[src/rtl/keypad_alu_pkg.sv]
// Shared encodings for the keypad entry / register-bank ALU block.
package keypad_alu_pkg;

    localparam int unsigned OP_W = 3;

    localparam logic [OP_W-1:0] OP_ADD  = 3'd0;
    localparam logic [OP_W-1:0] OP_SUB  = 3'd1;
    localparam logic [OP_W-1:0] OP_AND  = 3'd2;
    localparam logic [OP_W-1:0] OP_OR   = 3'd3;
    localparam logic [OP_W-1:0] OP_XOR  = 3'd4;
    localparam logic [OP_W-1:0] OP_SHL  = 3'd5;
    localparam logic [OP_W-1:0] OP_SHR  = 3'd6;
    localparam logic [OP_W-1:0] OP_PASS = 3'd7;

    typedef logic [1:0] key_state_t;

    localparam key_state_t ST_IDLE = 2'd0;
    localparam key_state_t ST_DEB  = 2'd1;
    localparam key_state_t ST_HELD = 2'd2;

    // Key code layout: column in the upper pair, row in the lower pair.
    typedef struct packed {
        logic [1:0] col;
        logic [1:0] row;
    } key_t;

    // Index of the lowest set bit of a 4-bit vector (0 when empty).
    function automatic logic [1:0] low_idx(input logic [3:0] v);
        logic [1:0] idx;
        idx = 2'd0;
        for (int i = 3; i >= 0; i--) begin
            if (v[i]) idx = 2'(i);
        end
        return idx;
    endfunction

endpackage

[src/rtl/keypad_reg_alu_if.sv]
// Host-side bus of the keypad register ALU: bank write/read control and ALU results.
interface keypad_reg_alu_if #(
    parameter int unsigned DATA_W = 8,
    parameter int unsigned AW     = 2
);
    logic              wr_en;
    logic [AW-1:0]     addr_wr;
    logic [AW-1:0]     addr_a;
    logic [AW-1:0]     addr_b;
    logic [2:0]        op;
    logic [DATA_W-1:0] entry;
    logic [DATA_W-1:0] alu_out;
    logic              carry;
    logic              zero;

    modport master (
        output wr_en, addr_wr, addr_a, addr_b, op,
        input  entry, alu_out, carry, zero
    );

    modport slave (
        input  wr_en, addr_wr, addr_a, addr_b, op,
        output entry, alu_out, carry, zero
    );
endinterface

[src/rtl/keypad_scanner.sv]
// 4x4 keypad column scanner with debounce FSM; emits one pulse per accepted press.
module keypad_scanner
    import keypad_alu_pkg::*;
#(
    parameter int unsigned SCAN_DIV = 4,
    parameter int unsigned DEBOUNCE = 3
) (
    input  logic       clk,
    input  logic       reset,
    input  logic [3:0] row_in,
    output logic [3:0] col_out,
    output logic       key_valid,
    output logic [3:0] key_code
);
    localparam int unsigned DIV_W = (SCAN_DIV > 1) ? $clog2(SCAN_DIV) : 1;
    localparam int unsigned CNT_W = $clog2(DEBOUNCE + 1);

    logic [DIV_W-1:0] div_q;
    logic             sample_c;
    logic             key_c;
    key_t             cur_c;
    key_state_t       state_q, state_nxt;
    key_t             cap_q, cap_nxt;
    logic [CNT_W-1:0] cnt_q, cnt_nxt;
    logic             valid_nxt;
    logic [3:0]       code_nxt;

    assign sample_c = (div_q == DIV_W'(SCAN_DIV - 1));
    assign key_c    = |row_in;
    assign cur_c    = {low_idx(col_out), low_idx(row_in)};

    // Column rotates on the last cycle of each slot, i.e. right after it is sampled.
    always_ff @(posedge clk) begin
        if (reset) begin
            div_q   <= '0;
            col_out <= 4'b0001;
        end else if (sample_c) begin
            div_q   <= '0;
            col_out <= {col_out[2:0], col_out[3]};
        end else begin
            div_q   <= div_q + DIV_W'(1);
        end
    end

    always_ff @(posedge clk) begin
        if (reset) begin
            state_q   <= ST_IDLE;
            cap_q     <= '0;
            cnt_q     <= '0;
            key_valid <= 1'b0;
            key_code  <= 4'h0;
        end else begin
            state_q   <= state_nxt;
            cap_q     <= cap_nxt;
            cnt_q     <= cnt_nxt;
            key_valid <= valid_nxt;
            key_code  <= code_nxt;
        end
    end

    always_comb begin
        state_nxt = state_q;
        cap_nxt   = cap_q;
        cnt_nxt   = cnt_q;
        valid_nxt = 1'b0;
        code_nxt  = key_code;
        if (sample_c) begin
            case (state_q)
                ST_IDLE: begin
                    if (key_c) begin
                        cap_nxt = cur_c;
                        cnt_nxt = CNT_W'(1);
                        if (DEBOUNCE == 1) begin
                            valid_nxt = 1'b1;
                            code_nxt  = cur_c;
                            state_nxt = ST_HELD;
                        end else begin
                            state_nxt = ST_DEB;
                        end
                    end
                end
                ST_DEB: begin
                    // Only samples of the captured column count toward debounce.
                    if (cur_c.col == cap_q.col) begin
                        if (key_c && (cur_c == cap_q)) begin
                            cnt_nxt = cnt_q + CNT_W'(1);
                            if (cnt_nxt == CNT_W'(DEBOUNCE)) begin
                                valid_nxt = 1'b1;
                                code_nxt  = cap_q;
                                state_nxt = ST_HELD;
                            end
                        end else begin
                            state_nxt = ST_IDLE;
                        end
                    end
                end
                ST_HELD: begin
                    if ((cur_c.col == cap_q.col) && !row_in[cap_q.row]) state_nxt = ST_IDLE;
                end
                default: state_nxt = ST_IDLE;
            endcase
        end
    end

endmodule

[src/rtl/keypad_reg_alu.sv]
// Keypad hex entry feeding a small register bank with a registered two-operand ALU.
module keypad_reg_alu
    import keypad_alu_pkg::*;
#(
    parameter int unsigned DATA_W   = 8,
    parameter int unsigned NREG     = 4,
    parameter int unsigned SCAN_DIV = 4,
    parameter int unsigned DEBOUNCE = 3
) (
    input  logic             clk,
    input  logic             reset,
    input  logic [3:0]       row_in,
    output logic [3:0]       col_out,
    output logic             key_valid,
    output logic [3:0]       key_code,
    keypad_reg_alu_if.slave  bus
);
    logic [DATA_W-1:0] entry_q;
    logic [DATA_W-1:0] bank_q [NREG];
    logic [DATA_W-1:0] a_c, b_c, res_c;
    logic [DATA_W:0]   wide_c;
    logic              carry_c;
    logic [DATA_W-1:0] alu_q;
    logic              carry_q;
    logic              zero_q;

    keypad_scanner #(
        .SCAN_DIV (SCAN_DIV),
        .DEBOUNCE (DEBOUNCE)
    ) u_scanner (
        .clk       (clk),
        .reset     (reset),
        .row_in    (row_in),
        .col_out   (col_out),
        .key_valid (key_valid),
        .key_code  (key_code)
    );

    // A commit coinciding with a key stores the pre-shift entry and restarts entry at the new key.
    always_ff @(posedge clk) begin
        if (reset) begin
            entry_q <= '0;
        end else if (bus.wr_en && key_valid) begin
            entry_q <= DATA_W'(key_code);
        end else if (bus.wr_en) begin
            entry_q <= '0;
        end else if (key_valid) begin
            entry_q <= {entry_q[DATA_W-5:0], key_code};
        end
    end

    always_ff @(posedge clk) begin
        if (reset) begin
            for (int i = 0; i < int'(NREG); i++) bank_q[i] <= '0;
        end else if (bus.wr_en) begin
            bank_q[bus.addr_wr] <= entry_q;
        end
    end

    assign a_c = bank_q[bus.addr_a];
    assign b_c = bank_q[bus.addr_b];

    always_comb begin
        res_c   = a_c;
        carry_c = 1'b0;
        wide_c  = '0;
        case (bus.op)
            OP_ADD: begin
                wide_c  = {1'b0, a_c} + {1'b0, b_c};
                res_c   = wide_c[DATA_W-1:0];
                carry_c = wide_c[DATA_W];
            end
            OP_SUB: begin
                wide_c  = {1'b0, a_c} - {1'b0, b_c};
                res_c   = wide_c[DATA_W-1:0];
                carry_c = wide_c[DATA_W];
            end
            OP_AND: res_c = a_c & b_c;
            OP_OR:  res_c = a_c | b_c;
            OP_XOR: res_c = a_c ^ b_c;
            OP_SHL: begin
                res_c   = {a_c[DATA_W-2:0], 1'b0};
                carry_c = a_c[DATA_W-1];
            end
            OP_SHR: begin
                res_c   = {1'b0, a_c[DATA_W-1:1]};
                carry_c = a_c[0];
            end
            default: res_c = a_c;
        endcase
    end

    always_ff @(posedge clk) begin
        if (reset) begin
            alu_q   <= '0;
            carry_q <= 1'b0;
            zero_q  <= 1'b1;
        end else begin
            alu_q   <= res_c;
            carry_q <= carry_c;
            zero_q  <= (res_c == '0);
        end
    end

    assign bus.entry   = entry_q;
    assign bus.alu_out = alu_q;
    assign bus.carry   = carry_q;
    assign bus.zero    = zero_q;

endmodule
[src/flat_wrapper.sv]
// flat-port wrapper written by rule: the top's interface ports become plain ports
module keypad_reg_alu_flat import keypad_alu_pkg::*;
#(
    parameter int unsigned DATA_W   = 8,
    parameter int unsigned NREG     = 4,
    parameter int unsigned SCAN_DIV = 4,
    parameter int unsigned DEBOUNCE = 3
)
  (clk, reset, row_in, col_out, key_valid, key_code, bus_wr_en, bus_addr_wr, bus_addr_a, bus_addr_b, bus_op, bus_entry, bus_alu_out, bus_carry, bus_zero);
  keypad_reg_alu_if #(.DATA_W(DATA_W)) bus_i ();
  input  logic clk;
  input  logic reset;
  input  logic [3:0] row_in;
  output logic [3:0] col_out;
  output logic key_valid;
  output logic [3:0] key_code;
  input wire logic [$bits(bus_i.wr_en)-1:0] bus_wr_en;
  input wire logic [$bits(bus_i.addr_wr)-1:0] bus_addr_wr;
  input wire logic [$bits(bus_i.addr_a)-1:0] bus_addr_a;
  input wire logic [$bits(bus_i.addr_b)-1:0] bus_addr_b;
  input wire logic [$bits(bus_i.op)-1:0] bus_op;
  output wire logic [$bits(bus_i.entry)-1:0] bus_entry;
  output wire logic [$bits(bus_i.alu_out)-1:0] bus_alu_out;
  output wire logic [$bits(bus_i.carry)-1:0] bus_carry;
  output wire logic [$bits(bus_i.zero)-1:0] bus_zero;
  assign bus_i.wr_en = bus_wr_en;
  assign bus_i.addr_wr = bus_addr_wr;
  assign bus_i.addr_a = bus_addr_a;
  assign bus_i.addr_b = bus_addr_b;
  assign bus_i.op = bus_op;
  assign bus_entry = bus_i.entry;
  assign bus_alu_out = bus_i.alu_out;
  assign bus_carry = bus_i.carry;
  assign bus_zero = bus_i.zero;
  keypad_reg_alu #(.DATA_W(DATA_W), .NREG(NREG), .SCAN_DIV(SCAN_DIV), .DEBOUNCE(DEBOUNCE)) u_core (.clk(clk), .reset(reset), .row_in(row_in), .col_out(col_out), .key_valid(key_valid), .key_code(key_code), .bus(bus_i));
endmodule
[config.mk]
export PLATFORM = sky130hd
export DESIGN_NAME = keypad_reg_alu_flat
export DESIGN_NICKNAME = d
export VERILOG_FILES = /design/src/rtl/keypad_alu_pkg.sv /design/src/rtl/keypad_reg_alu_if.sv /design/src/rtl/keypad_scanner.sv /design/src/rtl/keypad_reg_alu.sv /design/src/flat_wrapper.sv
export SDC_FILE = /design/constraint.sdc
export NUM_CORES = 1
export LEC_CHECK = 0
export CELL_PAD_IN_SITES_DETAIL_PLACEMENT = 1
export CELL_PAD_IN_SITES_GLOBAL_PLACEMENT = 1
export CORE_UTILIZATION = 41
export CTS_CLUSTER_SIZE = 12
export DETAILED_ROUTE_END_ITERATION = 12
export GPL_TIMING_DRIVEN = 0
export PLACE_DENSITY = 0.8
export SETUP_SLACK_MARGIN = 0.02
export SLEW_MARGIN = 20
export SYNTH_ARGS = -nofsm -noshare
export SYNTH_HDL_FRONTEND = slang
export SYNTH_SLANG_ARGS = --single-unit
[constraint.sdc]
create_clock -name clk -period 3.9 [get_ports clk]
set_input_delay 0.975 -clock clk [delete_from_list [all_inputs] [get_ports clk]]
set_output_delay 0.975 -clock clk [all_outputs]
set_load 0.02 [all_outputs]
-- Yosys cells after proc, flatten, opt, wreduce, memory -nomap -nowiden
Memory sizes are Yosys's and may differ from the RTL's.
Cells that the tools add are included.
- $add $sub $neg: 4
- magnitude comparators: 1
- equality and inequality tests: 17
- mux-type cells: 33
- bitwise operators: 7
- reduce and logical (&&, ||, !) cells: 18
- operators by type and width (kind ; number):
    case mux 8 bit (7 select lines) ; 1
    2-to-1 mux 2 bit ; 16
    AND reduction 5 bit ; 3
    2-to-1 mux 4 bit ; 3
    adder 8 x 8 -> 9 bit ; 1
    equality test 3 bit, second input constant ; 3
    subtractor 8 x 8 -> 9 bit ; 1
    bitwise AND 8 bit ; 1
    logical NOT 8 bit ; 1
    2-to-1 mux 1 bit ; 8
    2-to-1 mux 8 bit ; 1
    inequality test 2 bit, second input constant ; 4
    OR 8 bit ; 1
    OR reduction 8 bit ; 1
    bitwise XOR 8 bit ; 1
    equality test 2 bit, second input constant ; 3
    equality test 3 x 2 -> 1 bit, second input constant ; 2
    case mux 2 bit (3 select lines) ; 1
    OR reduction 5 bit ; 1
    adder 2 x 1 -> 2 bit, second input constant ; 2
    equality test 4 bit ; 1
    inverter 1 bit ; 4
    case mux 1 bit (4 select lines) ; 1
    case mux 2 bit (2 select lines) ; 1
    other kinds (16) ; 18
- flip-flop bits (word level): 37
- RAM bits: 32
- input port bits: 16
- output and inout port bits: 27
- word-level logic and storage cells: 94
- memories kept: 1
- memory list (name ; words ; width ; read ports ; clocked after Yosys merged registers in ; wr ports ; line ; text):
    u_core.bank_q ; 4 ; 8 ; 2 ; 0 ; 4 ; keypad_reg_alu.sv:19 ; logic [DATA_W-1:0] bank_q [NREG];

-- Longest topological paths before layout
- depth after elaboration: 9
- mapped depth: 13
- gate-level depth less buffers: 12

-- Modules after synthesis
A second synthesis with hierarchy kept.
- cell total of the unflattened synthesis: 475
- area, all modules: 4630.7 sq um
- by module, submodules not included (module ; instances ; cells each ; area each (sq um) ; sequential area each (sq um)):
    keypad_reg_alu ; 1 ; 368 ; 3667.3 ; 1321.3
    keypad_scanner ; 1 ; 107 ; 963.4 ; 380.4

-- Worst setup path before layout
Ideal clock, no wire load.
- path kind: input to register
- start point: in bus_addr_b[0]
- end point: reg u_core.zero_q (netlist: u_core.bus.zero)
- setup time: 0.096 ns
- data arrival time: 3.828 ns
- required time: 3.804 ns
- path slack: -0.024 ns
- stages: 11
- path buffers: 1
- cells stage by stage: clkbuf_1 -> mux4_2 -> ha_1 -> fa_1 -> a211oi_1 -> nor3b_1 -> o22ai_1 -> o32ai_1 -> o32ai_1 -> nand2_1 -> o41ai_2
- longest elaborated chain between the ends: 4
- elaborated cells between the ends (all ways): 8
- those cells by class: add/sub (2); mux (1); bitwise (3); reduce/logical (1); memory (1)
- RTL lines (element ; line ; text):
    start: declaration ; flat_wrapper.sv:20 ; input wire logic [$bits(bus_i.addr_b)-1:0] bus_addr_b;
    memory (4 x 8 bit) * ; -- ;
    subtractor 8 x 8 -> 9 bit (tied with other cells) ; keypad_reg_alu.sv:74 ; wide_c = {1'b0, a_c} - {1'b0, b_c};
    case mux 8 bit (7 select lines) * ; keypad_reg_alu.sv:67 ; case (bus.op)
    logical NOT 8 bit * ; keypad_reg_alu.sv:101 ; zero_q <= (res_c == '0);
    end signal: assignment ; keypad_reg_alu.sv:101 ;
    end: declaration ; keypad_reg_alu.sv:25 ; logic zero_q;
Every way passes the cells marked *; elsewhere a longest branch is shown, timed or not.
A chain may end at the register's enable or synchronous reset.

-- Worst setup path in the final report
- start point: in bus_addr_a[0]
- end point: reg u_core.zero_q (netlist: u_core.bus.zero)
- longest elaborated chain between the ends: 4
- elaborated cells between the ends (all ways): 8
- those cells by class: add/sub (2); mux (1); bitwise (3); reduce/logical (1); memory (1)
- RTL lines (element ; line ; text):
    start: declaration ; flat_wrapper.sv:19 ; input wire logic [$bits(bus_i.addr_a)-1:0] bus_addr_a;
    memory (4 x 8 bit) * ; -- ;
    subtractor 8 x 8 -> 9 bit (tied with other cells) ; keypad_reg_alu.sv:74 ;
    case mux 8 bit (7 select lines) * ; keypad_reg_alu.sv:67 ;
    logical NOT 8 bit * ; keypad_reg_alu.sv:101 ;
Marks and branches as above.

==> impl_metrics.ini <==
[yosys]
synth.distinct_cells = 71
yosys_most_used_dff = dfxtp_1
synth-seq-cells = 69
synth.net_count = 507
yosysSeqAreaShare_pct = 37.6
syn_inst = 463
syn_avg_cell_area_um2 = 9.76
syn_area_mm2 = 0.00452
yosysWarnings = 0
synth_edf_count = 32
synthArstFlopShare_pct = 0

[finish]
post-route-util_pct = 51.2
stdcell_area_mm2 = 0.00539
antenna_cells = 0
layout_common_cells = nor2_1 (37), dfxtp_1 (37), clkdlybuf4s50_1 (35)
syn_to_final_growth_pct = 19.1
final_nets = 559
drive_gt1_share_pct = 13.8
fin_cells = 656

[placed_design]
place_inst = 635
gp_congestion = 0.846
dp_slack_ns = -0.866
dpl.hpwl_mm = 9.15
postPlaceCellArea_mm2 = 0.00505
portBuffers = 36

[route]
routedWlPerCell_um = 18.4
wl_mm = 12.1
antenna_left = 0
detail_route.first_pass.iterations = 4
viasPerCell = 5.67
route.vias.total = 3722
drcViolationCount = 0
drtIter0Drc = 203

[floorplan]
die_w_um = 107
initial_utilization_pct = 43.0
die_h_um = 107
coreArea_mm2 = 0.0105
ios = 43
die-area_mm2 = 0.0115
rows = 37

[global_routing]
grtUsageTotal_pct = 22.4
gr-usage-met1_pct = 29.3
grt_max_degree = 12
grt_pass1_wl_mm = 19.8
grt.busiest_layer = met2
use_met3_pct = 2.67
grt_antenna_before_repair = 0
use_met2_pct = 37.1
grt_pass1_vias = 3930
grt_overflow = 0

[clock_tree]
cts_sinks = 69
path_clk_slew_ns = 0.07
numCtsBuffers = 9
clockBufferDepth = 2
cts_tree = done
root_buffer = clkbuf_8
clk_latency_ns = 0.34
htreeDepth = 3
cts_hold_buf = 0

[critical_path]
critPathKind = in -> reg
arrival_ns = 3.99
start_kind = input port
ff2ff_setup_slack_ns = 0.68
reg2reg_from = u_core.bank_q[3][0]$_DFFE_PP_
worstRegToRegCells = 12
critPathMaxFanout = 10
required_ns = 4.15
end_kind = flip-flop
r2r-end = u_core.bus.zero$_SDFF_PP1_

[sta]
fin_setup_tns_ns = 0
finalMaxSlewViolations = 0
setup_ws_ns = 0.159
rsz0062_at_grt = false
fmax_ghz = 0.267
fin_crit_sh_pct = 95.9
fin_skew_ns = 0.0115
maxSlewHeadroom_pct = 39.6
holdWs_ns = 0.437
worstMarginPinSlew_ns = 0.904
setup_violations = 0
hold_violations = 0
period_needed_ns = 3.74

[pwr]
seqPwrFrac_pct = 42.6
switchingPower_mw = 0.557
ir_worst_vdd_mv = 0.165
p_sw_share_pct = 29.4
power_density_mw_per_mm2 = 351
p_int_mw = 1.34
p_comb_share_pct = 25.2
p_clk_share_pct = 32.2
leakage_nw = 2.02
power_mw = 1.89

[status]
status = finished, final reports clean

[worst_hold_path]
min_to = u_core.u_scanner.div_q[0]$_SDFF_PP0_
min-delay-start = u_core.u_scanner.div_q[0]$_SDFF_PP0_
holdCritPathClass = reg -> reg
min_path_cells = 1

[flow_run]
cap_viol_max_count = 0
## cells by family after synthesis
logic type	after synthesis	synth area share, %
compound gates	107	17.2
mux	34	11.7
xor+xnor	6	1.16
flops	69	37.6
simple gates	162	19.1
buf+inv	57	5.09
fa+ha+maj	28	8.08
## layout make-up
cell class / count / area, µm²
Buffer: 25 / 108
Clock buffer: 13 / 169
Clock inverter: 3 / 41.3
Fill cell: 1190 / 5120
Inverter: 30 / 118
Multi-Input combinational cell: 337 / 2670
Sequential cell: 69 / 1700
Tap cell: 136 / 170
Timing Repair Buffer: 43 / 409
## cells in the mapped netlist (all sizes together), types with 3 or more instances
cell type	n	area, µm²
nor2	37	139
mux2	5	56.3
mux2i	15	150
nand2	21	78.8
inv	28	105
mux4	14	323
edfxtp	32	961
xor2	3	26.3
or3	4	25.0
nor3b	7	52.6
or2	4	25.0
clkbuf	20	75.1
xnor2	3	26.3
nor3	13	65.1
o31a	3	26.3
nand3	12	60.1
buf	7	37.5
nor2b	9	56.3
and2	34	213
o311ai	3	26.3
o21ai	17	85.1
a21oi	25	129
and3	3	20.0
a31oi	4	25.0
nand2b	9	56.3
o211ai	8	60.1
dfxtp	37	741
ha	26	325
o21a	5	37.5
a211oi	9	67.6
nor4	3	18.8
## per-layer routing
| metal | up-vias | part of all wire (%) |
|---|---|---|
| li1 | 1797 | - |
| met1 | 1810 | 46 |
| met2 | 93 | 49 |
| met3 | 22 | 2.8 |
| met4 | 0 | 2.5 |
| met5 | - | 0 |
## worst max path at each step
stage | cells after the start | slack [ns] | startpoint | endpoint
final | 12 | 0.16 | bus_addr_a[0] | u_core.bus.zero$_SDFF_PP1_
after floorplan | 13 | 0.10 | bus_addr_a[1] | u_core.bus.zero$_SDFF_PP1_
after global routing | 12 | 0.02 | bus_addr_a[0] | u_core.bus.alu_out[6]$_SDFF_PP0_
after global placement | 13 | -0.76 | bus_addr_a[0] | u_core.bus.zero$_SDFF_PP1_
after detailed placement | 11 | -0.87 | bus_addr_a[0] | u_core.bus.zero$_SDFF_PP1_
after CTS | 13 | 0.12 | bus_addr_a[1] | u_core.bus.zero$_SDFF_PP1_
## power by group through the flow
stage          Clock [mW]  Combinational [mW]  Sequential (mW)
6_report            0.609               0.476            0.807
5_1_grt             0.652               0.519            0.810
4_1_cts             0.619               0.455            0.807
3_5_place_dp            0               0.432            0.823
3_3_place_gp            0               0.419            0.820
2_1_floorplan           0               0.291            0.832
## flip-flops by register name, summed over array words and instances, names as in the netlist
register / flops
u_core.bank_q: 32
u_core.bus.alu_out: 8
u_core.bus.entry: 8
u_core.u_scanner.cap_q: 4
u_core.u_scanner.col_out: 4
u_core.u_scanner.key_code: 4
u_core.u_scanner.cnt_q: 2
u_core.u_scanner.div_q: 2
u_core.u_scanner.state_q: 2
u_core.bus.carry: 1
u_core.bus.zero: 1
u_core.u_scanner.key_valid: 1
## repair_timing
action / 4_1_cts / 5_1_grt
buffers inserted: 6 / 0
setup endpoints to repair: 5 / 2
cloned: 1 / 0
gates resized for setup: 13 / 9
pin swaps: 3 / 1
## critical path, cell delays in order
cell and delay [ns]:
dlygate4sd2_1 0.28, buf_6 0.17, mux4_2 0.59, inv_1 0.13, ha_1 0.20, buf_2 0.24
o21ba_2 0.20, o31a_1 0.26, and2_1 0.17, o31ai_2 0.29, a21oi_2 0.14, o41ai_2 0.33
Note: power is estimated with default switching activity, not from simulation.
